<file path="src/rtl/smith_waterman_pkg.sv">
// Shared types and default scoring constants for the Smith-Waterman PE array.
// Holds no logic, so it adds no latency and has no flow control of its own.
package smith_waterman_pkg;

  typedef enum logic [2:0] {
    IDLE,
    LOAD,
    STREAM,
    DRAIN,
    REDUCE,
    DONE
  } sw_array_state_t;

  localparam int SW_CHAR_WIDTH       = 8;
  localparam int SW_SCORE_WIDTH      = 16;
  localparam int SW_MATCH_SCORE      = 2;
  localparam int SW_MISMATCH_PENALTY = 1;
  localparam int SW_GAP_PENALTY      = 1;

endpackage

</file>
<file path="src/rtl/smith_waterman_pe_array_if.sv">
// Job control, FIFO pop port and result bus of the Smith-Waterman PE array.
// The slave pops the FIFO's show-ahead head on fifo_deq and never stalls it.
interface smith_waterman_pe_array_if #(
  parameter int NUM_PE      = 8,
  parameter int SCORE_WIDTH = 16
);
  localparam int QPOS_WIDTH = (NUM_PE > 1) ? $clog2(NUM_PE) : 1;

  logic                    start;
  logic [8*NUM_PE-1:0]     query_data;
  logic [31:0]             db_length;
  logic [7:0]              fifo_data;
  logic                    fifo_not_empty;
  logic                    fifo_deq;
  logic                    busy;
  logic                    done;
  logic [SCORE_WIDTH-1:0]  max_score;
  logic [QPOS_WIDTH-1:0]   max_qpos;
  logic [31:0]             max_pos;

  modport master (
    output start, query_data, db_length, fifo_data, fifo_not_empty,
    input  fifo_deq, busy, done, max_score, max_qpos, max_pos
  );

  modport slave (
    input  start, query_data, db_length, fifo_data, fifo_not_empty,
    output fifo_deq, busy, done, max_score, max_qpos, max_pos
  );

endinterface

</file>
<file path="src/rtl/smith_waterman_pe.sv">
// One systolic cell: scores H(i,j) on a valid input, forwards char/valid/H one cycle later.
// Latency 1 cycle per cell; bubbles pass straight through and never stall the array.
module smith_waterman_pe
  import smith_waterman_pkg::*;
#(
  parameter int SCORE_WIDTH      = SW_SCORE_WIDTH,
  parameter int MATCH_SCORE      = SW_MATCH_SCORE,
  parameter int MISMATCH_PENALTY = SW_MISMATCH_PENALTY,
  parameter int GAP_PENALTY      = SW_GAP_PENALTY
) (
  input  logic                   clk,
  input  logic                   reset_n,
  input  logic                   clear,
  input  logic [7:0]             q,
  input  logic                   in_vld,
  input  logic [7:0]             in_chr,
  input  logic [SCORE_WIDTH-1:0] in_h,
  output logic                   out_vld,
  output logic [7:0]             out_chr,
  output logic [SCORE_WIDTH-1:0] out_h,
  output logic [SCORE_WIDTH-1:0] best_score,
  output logic [31:0]            best_pos
);
  localparam int AW = SCORE_WIDTH + 2;
  typedef logic signed [AW-1:0] acc_t;
  localparam acc_t SAT = acc_t'({2'b00, {SCORE_WIDTH{1'b1}}});

  logic [SCORE_WIDTH-1:0] diag;
  logic [31:0]            col;
  acc_t                   t_diag, t_up, t_left, t_max;
  logic [SCORE_WIDTH-1:0] h_new;

  // out_h doubles as the left neighbour: it is this cell's previous H.
  always_comb begin
    t_diag = $signed({2'b00, diag}) +
             ((in_chr == q) ? acc_t'(MATCH_SCORE) : -acc_t'(MISMATCH_PENALTY));
    t_up   = $signed({2'b00, in_h})  - acc_t'(GAP_PENALTY);
    t_left = $signed({2'b00, out_h}) - acc_t'(GAP_PENALTY);
    t_max  = '0;
    if (t_diag > t_max) t_max = t_diag;
    if (t_up   > t_max) t_max = t_up;
    if (t_left > t_max) t_max = t_left;
    h_new = (t_max > SAT) ? {SCORE_WIDTH{1'b1}} : t_max[SCORE_WIDTH-1:0];
  end

  always_ff @(posedge clk or negedge reset_n) begin
    if (!reset_n) begin
      out_vld    <= 1'b0;
      out_chr    <= '0;
      out_h      <= '0;
      diag       <= '0;
      col        <= '0;
      best_score <= '0;
      best_pos   <= '0;
    end else if (clear) begin
      out_vld    <= 1'b0;
      out_chr    <= '0;
      out_h      <= '0;
      diag       <= '0;
      col        <= '0;
      best_score <= '0;
      best_pos   <= '0;
    end else begin
      out_vld <= in_vld;
      out_chr <= in_chr;
      if (in_vld) begin
        out_h <= h_new;
        diag  <= in_h;
        col   <= col + 32'd1;
        // Strictly greater keeps the earliest column on ties.
        if (h_new > best_score) begin
          best_score <= h_new;
          best_pos   <= col;
        end
      end
    end
  end

endmodule

</file>
<file path="src/rtl/smith_waterman_pe_array.sv">
// Streams db chars through NUM_PE cells and reports the best local-alignment score and position.
// Pops at most one char per cycle when the FIFO is non-empty; done = last deq + NUM_PE + 2 cycles.
module smith_waterman_pe_array
  import smith_waterman_pkg::*;
#(
  parameter int NUM_PE           = 8,
  parameter int SCORE_WIDTH      = SW_SCORE_WIDTH,
  parameter int MATCH_SCORE      = SW_MATCH_SCORE,
  parameter int MISMATCH_PENALTY = SW_MISMATCH_PENALTY,
  parameter int GAP_PENALTY      = SW_GAP_PENALTY
) (
  input logic                clk,
  input logic                reset_n,
  smith_waterman_pe_array_if.slave bus
);
  localparam int QW = (NUM_PE > 1) ? $clog2(NUM_PE) : 1;
  localparam int CW = $clog2(NUM_PE + 1);

  sw_array_state_t state, state_nxt;
  logic [8*NUM_PE-1:0] query;
  logic [31:0]         db_len, consumed;
  logic [CW-1:0]       drain_cnt;
  logic                clear, deq;

  logic [NUM_PE:0]                  vld;
  logic [NUM_PE:0][7:0]             chr;
  logic [NUM_PE:0][SCORE_WIDTH-1:0] h;
  logic [NUM_PE-1:0][SCORE_WIDTH-1:0] best_score;
  logic [NUM_PE-1:0][31:0]            best_pos;

  logic [SCORE_WIDTH-1:0] red_score, max_score;
  logic [QW-1:0]          red_qpos, max_qpos;
  logic [31:0]            red_pos, max_pos;
  logic                   unused_tail;

  always_comb begin
    state_nxt = state;
    clear     = 1'b0;
    deq       = 1'b0;
    case (state)
      IDLE:   if (bus.start) begin
                clear     = 1'b1;
                state_nxt = LOAD;
              end
      LOAD:   state_nxt = (db_len == 32'd0) ? DRAIN : STREAM;
      STREAM: begin
                deq = bus.fifo_not_empty && (consumed < db_len);
                if (deq && (consumed + 32'd1 == db_len)) state_nxt = DRAIN;
              end
      DRAIN:  if (drain_cnt == '0) state_nxt = REDUCE;
      REDUCE: state_nxt = DONE;
      DONE:   state_nxt = IDLE;
      default: state_nxt = IDLE;
    endcase
  end

  always_ff @(posedge clk or negedge reset_n) begin
    if (!reset_n) begin
      state     <= IDLE;
      query     <= '0;
      db_len    <= '0;
      consumed  <= '0;
      drain_cnt <= '0;
      max_score <= '0;
      max_qpos  <= '0;
      max_pos   <= '0;
    end else begin
      state <= state_nxt;
      if (clear) begin
        query     <= bus.query_data;
        db_len    <= bus.db_length;
        consumed  <= '0;
        max_score <= '0;
        max_qpos  <= '0;
        max_pos   <= '0;
      end
      if (deq) consumed <= consumed + 32'd1;
      // The last char needs NUM_PE more edges to reach the final cell.
      if (state_nxt == DRAIN && state != DRAIN) drain_cnt <= CW'(NUM_PE - 1);
      else if (state == DRAIN)                  drain_cnt <= drain_cnt - 1'b1;
      if (state == REDUCE) begin
        max_score <= red_score;
        max_qpos  <= red_qpos;
        max_pos   <= red_pos;
      end
    end
  end

  assign vld[0] = deq;
  assign chr[0] = bus.fifo_data;
  assign h[0]   = '0;

  for (genvar g = 0; g < NUM_PE; g++) begin : g_pe
    smith_waterman_pe #(
      .SCORE_WIDTH      (SCORE_WIDTH),
      .MATCH_SCORE      (MATCH_SCORE),
      .MISMATCH_PENALTY (MISMATCH_PENALTY),
      .GAP_PENALTY      (GAP_PENALTY)
    ) u_pe (
      .clk        (clk),
      .reset_n    (reset_n),
      .clear      (clear),
      .q          (query[8*g +: 8]),
      .in_vld     (vld[g]),
      .in_chr     (chr[g]),
      .in_h       (h[g]),
      .out_vld    (vld[g+1]),
      .out_chr    (chr[g+1]),
      .out_h      (h[g+1]),
      .best_score (best_score[g]),
      .best_pos   (best_pos[g])
    );
  end

  // The last cell's forwarded outputs have no consumer.
  assign unused_tail = ^{vld[NUM_PE], chr[NUM_PE], h[NUM_PE]};

  // Strict compare in ascending order lets the lowest cell index win ties.
  always_comb begin
    red_score = '0;
    red_qpos  = '0;
    red_pos   = '0;
    for (int i = 0; i < NUM_PE; i++) begin
      if (best_score[i] > red_score) begin
        red_score = best_score[i];
        red_qpos  = QW'(i);
        red_pos   = best_pos[i];
      end
    end
  end

  assign bus.fifo_deq  = deq;
  assign bus.busy      = (state != IDLE);
  assign bus.done      = (state == DONE);
  assign bus.max_score = max_score;
  assign bus.max_qpos  = max_qpos;
  assign bus.max_pos   = max_pos;

endmodule

</file>
<file path="src/flat_wrapper.sv">
// flat-port wrapper written by rule: the top's interface ports become plain ports
module smith_waterman_pe_array_flat import smith_waterman_pkg::*;
#(
  parameter int NUM_PE           = 8,
  parameter int SCORE_WIDTH      = SW_SCORE_WIDTH,
  parameter int MATCH_SCORE      = SW_MATCH_SCORE,
  parameter int MISMATCH_PENALTY = SW_MISMATCH_PENALTY,
  parameter int GAP_PENALTY      = SW_GAP_PENALTY
)
  (clk, reset_n, bus_start, bus_query_data, bus_db_length, bus_fifo_data, bus_fifo_not_empty, bus_fifo_deq, bus_busy, bus_done, bus_max_score, bus_max_qpos, bus_max_pos);
  smith_waterman_pe_array_if #(.NUM_PE(NUM_PE), .SCORE_WIDTH(SCORE_WIDTH)) bus_i ();
  input logic clk;
  input logic reset_n;
  input wire logic [$bits(bus_i.start)-1:0] bus_start;
  input wire logic [$bits(bus_i.query_data)-1:0] bus_query_data;
  input wire logic [$bits(bus_i.db_length)-1:0] bus_db_length;
  input wire logic [$bits(bus_i.fifo_data)-1:0] bus_fifo_data;
  input wire logic [$bits(bus_i.fifo_not_empty)-1:0] bus_fifo_not_empty;
  output wire logic [$bits(bus_i.fifo_deq)-1:0] bus_fifo_deq;
  output wire logic [$bits(bus_i.busy)-1:0] bus_busy;
  output wire logic [$bits(bus_i.done)-1:0] bus_done;
  output wire logic [$bits(bus_i.max_score)-1:0] bus_max_score;
  output wire logic [$bits(bus_i.max_qpos)-1:0] bus_max_qpos;
  output wire logic [$bits(bus_i.max_pos)-1:0] bus_max_pos;
  assign bus_i.start = bus_start;
  assign bus_i.query_data = bus_query_data;
  assign bus_i.db_length = bus_db_length;
  assign bus_i.fifo_data = bus_fifo_data;
  assign bus_i.fifo_not_empty = bus_fifo_not_empty;
  assign bus_fifo_deq = bus_i.fifo_deq;
  assign bus_busy = bus_i.busy;
  assign bus_done = bus_i.done;
  assign bus_max_score = bus_i.max_score;
  assign bus_max_qpos = bus_i.max_qpos;
  assign bus_max_pos = bus_i.max_pos;
  smith_waterman_pe_array #(.NUM_PE(NUM_PE), .SCORE_WIDTH(SCORE_WIDTH), .MATCH_SCORE(MATCH_SCORE), .MISMATCH_PENALTY(MISMATCH_PENALTY), .GAP_PENALTY(GAP_PENALTY)) u_core (.clk(clk), .reset_n(reset_n), .bus(bus_i));
endmodule
</file>
<file path="config.mk">
export PLATFORM = sky130hd
export DESIGN_NAME = smith_waterman_pe_array_flat
export DESIGN_NICKNAME = d
export VERILOG_FILES = /design/src/rtl/smith_waterman_pkg.sv /design/src/rtl/smith_waterman_pe_array_if.sv /design/src/rtl/smith_waterman_pe.sv /design/src/rtl/smith_waterman_pe_array.sv /design/src/flat_wrapper.sv
export SDC_FILE = /design/constraint.sdc
export NUM_CORES = 2
export LEC_CHECK = 0
export BUFFER_PORTS_ARGS = -buffer_cell sky130_fd_sc_hd__buf_2
export CAP_MARGIN = 20
export CORE_ASPECT_RATIO = 0.8
export CORE_MARGIN = 4
export CORE_UTILIZATION = 64
export DETAILED_ROUTE_END_ITERATION = 10
export PLACE_DENSITY = 0.83
export SLEW_MARGIN = 20
export SYNTH_ARGS = -nofsm -noshare
export SYNTH_HDL_FRONTEND = slang
export SYNTH_SLANG_ARGS = --single-unit
</file>
<file path="constraint.sdc">
create_clock -name clk -period 24 [get_ports clk]
set_input_delay 0 -clock clk [delete_from_list [all_inputs] [get_ports clk]]
set_output_delay 0 -clock clk [all_outputs]
set_load 0.02 [all_outputs]
</file>
# Yosys cells after proc, flatten, opt, wreduce, memory -nomap -nowiden

Index checks and enable logic that the tools add are counted.

Latch bits: 0
Bits in registers: 1145
Output and inout bits: 54
Memories: 0
ROM bits: 0
Input port bits: 108
RAM bits: 0
Logic and storage cells: 376

Div/mod/pow operators: 0
Add/subtract/negate cells: 26
Magnitude comparators: 49
Bitwise gates (word level): 0
$mul: 0
Equal/unequal tests: 16
Shift operators: 0
Reduce and logical (&&, ||, !) cells: 33
Multiplexer cells: 190

Operators by type and width:

| cell                                                            | number |
|---|---|
| two-way mux 32 bit                                              | 51 |
| two-way mux 16 bit                                              | 74 |
| two-way mux 18 bit                                              | 32 |
| adder 32 x 1 -> 32 bit, second input constant                   | 9 |
| greater-than comparator 17 x 18 -> 1 bit                        | 15 |
| greater-than comparator 16 bit                                  | 15 |
| adder 17 x 18 -> 18 bit                                         | 8 |
| greater-than comparator 18 x 1 -> 1 bit, second input constant  | 8 |
| greater-than comparator 18 x 17 -> 1 bit, second input constant | 8 |
| subtractor 16 x 1 -> 17 bit, second input constant              | 8 |
| equality test 8 bit                                             | 8 |
| two-way mux 8 bit                                               | 7 |
| nonzero test 2 bit                                              | 18 |
| equality test 32 bit                                            | 1 |
| logical NOT 32 bit                                              | 1 |
| < comparator 32 bit                                             | 1 |
| two-way mux 3 bit                                               | 9 |
| greater-than comparator 1 x 18 -> 1 bit, first input constant   | 1 |
| greater-than comparator 16 x 1 -> 1 bit, second input constant  | 1 |
| AND reduction 2 bit                                             | 8 |
| one-hot mux 3 bit (5 select lines)                              | 1 |
| two-way mux 1 bit                                               | 12 |
| equality test 3 x 2 -> 1 bit, second input constant             | 3 |
| two-way mux 4 bit                                               | 2 |
| other kinds (9)                                                 | 13 |

# Logic depth before layout (Yosys ltp)

Depth in word-level cells: 17
Mapped depth: 96

# Hierarchy

A second synthesis with hierarchy kept.

Cell total of the unflattened synthesis: 9689
Area, all modules: 83667.7 um^2

By module, submodules not included:

| module                                       | instances | seq. area each (um^2) | cells an instance | area an instance (um^2) |
|---|---|---|---|---|
| smith_waterman_pe at u_core.g_pe[1].u_pe ... | 6         | 3027.9                | 960               | 8530.7 |
| smith_waterman_pe_array                      | 1         | 4654.5                | 1961              | 15513.6 |
| smith_waterman_pe at u_core.g_pe[0].u_pe     | 1         | 3027.9                | 983               | 8539.4 |
| smith_waterman_pe at u_core.g_pe[3].u_pe     | 1         | 3027.9                | 985               | 8430.6 |

# Worst setup path before layout

Ideal clock, no wire load.

Path type: flip-flop to flip-flop
From: register u_core.g_pe[0].u_pe.best_score[2]
To: register u_core.max_qpos[1], in the netlist u_core.bus.max_qpos[1]
Cell stages (with the launch flop): 95
Period minus slack after synthesis: 17.555 ns
Arrival: 17.398 ns
Buffers on the path: 11
Setup time: 0.157 ns
Setup slack: 6.445 ns
Data required time: 23.843 ns
Cell sequence: dfrtp_1 clkbuf_1 inv_1 ha_1 o211ai_1 a2111o_1 a31oi_2 clkbuf_1 clkbuf_1 mux2i_1 ha_1 a21oi_1 o21ai_0 a221oi_1 nand2_1 a221oi_2 o2111ai_1 nand3_1 [59 not listed] nand2_1 o21a_1 ha_1 o21a_1 o21ai_0 nand2b_1 a21oi_1 nor2b_1 o21ai_0 nand2b_1 a21oi_1 nor2_1 o32a_1 clkbuf_1 or2_2 nand2_1 clkbuf_1 o311ai_0

Cells in the longest elaborated chain, start to end: 17

Ends and longest elaborated chain:

| item                                    | RTL line                       | text |
|---|---|---|
| start, declared                         | smith_waterman_pe.sv:21        | `output logic [SCORE_WIDTH-1:0] best_score,` |
| start signal, assigned                  | smith_waterman_pe.sv:72        | `best_score <= h_new;` |
| greater-than comparator 16 x 1 -> 1 bit | smith_waterman_pe_array.sv:124 | `if (best_score[i] > red_score) begin` |
| two-way mux 16 bit *                    | smith_waterman_pe_array.sv:124 |  |
| greater-than comparator 16 bit          | smith_waterman_pe_array.sv:124 |  |
| two-way mux 16 bit *                    | smith_waterman_pe_array.sv:124 |  |
| greater-than comparator 16 bit          | smith_waterman_pe_array.sv:124 |  |
| two-way mux 16 bit                      | smith_waterman_pe_array.sv:124 |  |
| greater-than comparator 16 bit          | smith_waterman_pe_array.sv:124 |  |
| two-way mux 16 bit                      | smith_waterman_pe_array.sv:124 |  |
| greater-than comparator 16 bit          | smith_waterman_pe_array.sv:124 |  |
| two-way mux 16 bit                      | smith_waterman_pe_array.sv:124 |  |
| greater-than comparator 16 bit          | smith_waterman_pe_array.sv:124 |  |
| two-way mux 16 bit                      | smith_waterman_pe_array.sv:124 |  |
| greater-than comparator 16 bit          | smith_waterman_pe_array.sv:124 |  |
| two-way mux 16 bit                      | smith_waterman_pe_array.sv:124 |  |
| greater-than comparator 16 bit          | smith_waterman_pe_array.sv:124 |  |
| two-way mux 3 bit *                     | smith_waterman_pe_array.sv:124 |  |
| two-way mux 3 bit *                     | smith_waterman_pe_array.sv:81  | `if (state == REDUCE) begin` |
| end signal, assigned                    | smith_waterman_pe_array.sv:83  | `max_qpos <= red_qpos;` |
| end, declared                           | smith_waterman_pe_array.sv:32  | `logic [QW-1:0] red_qpos, max_qpos;` |

Every way passes the cells marked *; elsewhere a longest branch is shown, timed or not.
A chain may end at the register's enable or synchronous reset.

# Worst setup path after layout

From: register u_core.g_pe[0].u_pe.best_score[15]
To: register u_core.max_pos[8], in the netlist u_core.bus.max_pos[8]

Cells in the longest elaborated chain, start to end: 17

Ends and longest elaborated chain:

| item                                    | RTL line                       | text |
|---|---|---|
| greater-than comparator 16 x 1 -> 1 bit | smith_waterman_pe_array.sv:124 |  |
| two-way mux 16 bit                      | smith_waterman_pe_array.sv:124 |  |
| greater-than comparator 16 bit          | smith_waterman_pe_array.sv:124 |  |
| two-way mux 16 bit                      | smith_waterman_pe_array.sv:124 |  |
| greater-than comparator 16 bit          | smith_waterman_pe_array.sv:124 |  |
| two-way mux 16 bit                      | smith_waterman_pe_array.sv:124 |  |
| greater-than comparator 16 bit          | smith_waterman_pe_array.sv:124 |  |
| two-way mux 16 bit                      | smith_waterman_pe_array.sv:124 |  |
| greater-than comparator 16 bit          | smith_waterman_pe_array.sv:124 |  |
| two-way mux 16 bit                      | smith_waterman_pe_array.sv:124 |  |
| greater-than comparator 16 bit          | smith_waterman_pe_array.sv:124 |  |
| two-way mux 16 bit                      | smith_waterman_pe_array.sv:124 |  |
| greater-than comparator 16 bit          | smith_waterman_pe_array.sv:124 |  |
| two-way mux 16 bit                      | smith_waterman_pe_array.sv:124 |  |
| greater-than comparator 16 bit          | smith_waterman_pe_array.sv:124 |  |
| two-way mux 32 bit *                    | smith_waterman_pe_array.sv:124 |  |
| two-way mux 32 bit *                    | smith_waterman_pe_array.sv:81  |  |
| end signal, assigned                    | smith_waterman_pe_array.sv:84  | `max_pos <= red_pos;` |
| end, declared                           | smith_waterman_pe_array.sv:33  | `logic [31:0] red_pos, max_pos;` |

Marked as above.

==> parameters.txt <==
Parameter                              Value

Outcome
  Status    finished, final reports clean

STA
  Total negative slack    0 ns
  Final period util    0.881
  Transition time at the pin with the least slew margin    ~1.2 ns
  Hold Violations, Final    0
  Final setup violating endpoints    0
  Fmax    47.3 MHz
  Clock skew    around 0.094 ns
  Time the final worst path needs with I/O delays and setup    21.14 ns
  RSZ-0062 raised after global routing    no
  Fin. max-slew vios    0
  Max-Slew Margin vs Limit    0.214

Global routing
  Layer carrying the most global-route usage    met2
  GRT met1 Usage    0.508
  Remaining global-route overflow    0
  Met2 routing resource usage after global routing    0.544
  Total global-route track usage    0.358
  Pin count of the biggest net entering global routing    257
  Wire length of the first global-routing pass    359000 um
  Met3 Use GR    0.0852
  Antenna violations before repair    7
  Number of global-route vias before repair    65600

Setup path
  Required arrival time at the worst endpoint    24.60 ns
  Maximum fanout count along the critical path    97
  Largest stage delay, worst path    ~0.87 ns
  Nature of the critical path startpoint    flip-flop
  CP endpoint kind    flip-flop
  Arrival time reported for the critical path endpoint    between 20 and 25 ns
  Cell at the slowest stage of the critical path    nand3_4
  Crit path kind    reg -> reg

Synthesis
  Simple-gate share of the synthesized area    0.203
  Number of register bits inferred by synthesis    1129
  Register area share after synthesis    0.373
  Area of the mapped netlist    75800 um^2
  Synth unique cells    94
  Compound-Gate Fraction of Synth Area    0.145
  Portion of netlist area occupied by mux cells    0.0743
  Share of synthesized registers carrying an async set or reset    1.00
  Main combinational cell family by area after synthesis    simple AND/OR/NAND/NOR gates
  Yosys warnings    0
  Fraction of synthesized cell area in xor and xnor cells    0.0533
  Post-Synthesis Cells    8648
  Commonest register cell after synthesis    dfrtp_1
  Number of flops mapped to enable cells by yosys    0
  Average footprint of a synthesized cell    between 8 and 9 um^2
  Fraction of the mapped netlist area in adder cells    0.106

Clock tree
  Total number of clock tree sinks    1129
  Post-CTS sizing    0
  Number of H-tree levels    3
  Cts bufs inserted    112
  Clock-pin slew reported for the worst setup and hold paths after clock tree synthesis    0.06 ns
  Clock latency on the worst-skew pair    0.78 ns
  Setup repair bufs after CTS    0
  Clock buffer depth    3
  Clock root cell    clkbuf_16
  TritonCTS clock tree    yes

Cells and area
  NumNets Final    9610
  Utilization after layout    0.721
  Most frequent cells in the layout    dfrtp_1 (1125), nor2_1 (1013), nand2_1 (931)
  Fraction of layout cells with a size suffix above 1    0.0718
  Post-layout instance area    between 80000 and 90000 um^2
  Most common cell after layout, fill and taps aside    dfrtp_1
  Count of non-filler cells in the finished layout    between 10000 and 15000
  Area growth from synthesis to layout    11.4%

Drt
  Mean routed wirelength per cell    21.4 um
  DRC Markers    0
  Number of violations reported at the end of detailed-routing iteration 0    7262
  Final wirelength    225000 um
  Vias post-DR    about 68000
  Average vias per placed instance    between 6 and 7
  1st-pass router iterations    9
  Number of antenna-violating nets in the routed design    0

Die
  Site Rows    about 110
  DIE HEIGHT    316 um
  Initial core utilization    0.647
  Placeable Area    117000 um^2
  Number of I/O pins    162
  Overall die width    393 um
  Die ar.    124000 um^2

Place
  Placer congestion estimate    about 0.99
  Post-placement cell area    78200 um^2
  DP HPWL    156000 um
  Number of buffers inserted by port buffering    161
  Cell count after placement    between 10000 and 15000

Worst hold path
  Class of the tightest hold or removal check    in -> reg

Job
  Max Cap Violations    0
-- final timing paths --
path | cells past startpoint | slack (ns) | startpoint | end
worst max-delay path | 81 | 2.86 | u_core.g_pe[0].u_pe.best_score[15] | u_core.bus.max_pos[8]
worst min-delay path | 4 | 0.03 | bus_db_length[0] | u_core.db_len[0]
worst max register to register | 81 | 2.86 | u_core.g_pe[0].u_pe.best_score[15] | u_core.bus.max_pos[8]
worst min register to register | 2 | 0.50 | u_core.query[45] | u_core.query[45]
max in group asynchronous | 7 | 20.28 | reset_n | u_core.g_pe[5].u_pe.col[14]
min in group asynchronous | 4 | 0.50 | reset_n | u_core.query[28]
-- critical path, delay by kind of cell, from the launching register on --
kind	cells	cell delay, ns
adders and majority gates	7	2.06
AOI/OAI and AO/OA	38	8.43
muxes	4	1.46
and+or+nand+nor	24	5.60
DFF	1	0.43
buffers and inverters	8	2.92
-- final cells by class --
cell class                      count  area [um^2]
Fill cell                        8574        32700
Inverter                          493         1850
Multi-Input combinational cell   6627        44400
Clock inverter                     55          826
Antenna cell                        4         10.0
Tap cell                         1539         1930
Sequential cell                  1129        28300
Clock buffer                      154         3230
Timing Repair Buffer              498         3960
-- synth_stat cells, types with 162 or more instances --
master,number,area [um^2]
inv_1,491,1840
nor2_1,1015,3810
nor3_1,173,866
xor2_1,299,2620
dfrtp_1,1129,28300
nand2_1,933,3500
mux2i_1,502,5020
o21ai_0,414,2070
ha_1,641,8020
clkbuf_1,354,1330
xnor2_1,162,1420
a21oi_1,369,1850
nand3_1,310,1550
-- per-layer routing --
| layer | vias to the layer above | routed length, um |
|---|---|---|
| li1 | 31000 | - |
| met1 | 33000 | 95200 |
| met2 | 3215 | 99300 |
| met3 | 582 | 22400 |
| met4 | 4 | 7630 |
| met5 | - | 27 |
-- sequential cells by signal, indices dropped and copies added (netlist names), 4 cells and up --
register and count:
u_core.bus.max_score 16, u_core.consumed 32, u_core.g_pe.u_pe.out_vld 7, u_core.query 64
u_core.g_pe.u_pe.out_h 128, u_core.g_pe.u_pe.best_score 128, u_core.g_pe.u_pe.col 256, u_core.bus.max_pos 32
u_core.db_len 32, u_core.g_pe.u_pe.out_chr 56, u_core.g_pe.u_pe.diag 112, u_core.drain_cnt 4
u_core.g_pe.u_pe.best_pos 256
-- per-stage QoR --
stage,setup slack (ns),hold WS [ns]
finish,2.86,0.0277
global route,1.38,0.0170
CTS,2.69,0.00107
detailed placement,2.74,0.122
global placement,3.51,0.115
floorplan,6.44,-0.296
-- cells by family after synthesis --
group           Yosys count
mux                     556
simple gates           3307
flops                  1129
fa+ha+maj               641
buf+inv                 898
other cells               1
xor+xnor                461
compound gates         1655
-- timing repair --
action                     4_1_cts  5_1_grt
setup endpoints to repair        0        0
hold endpoints to repair       272        0
hold buffers                   203        0
Power is not shown: default switching activity piles up to over one toggle a cycle in this logic, so the estimate is an artifact.
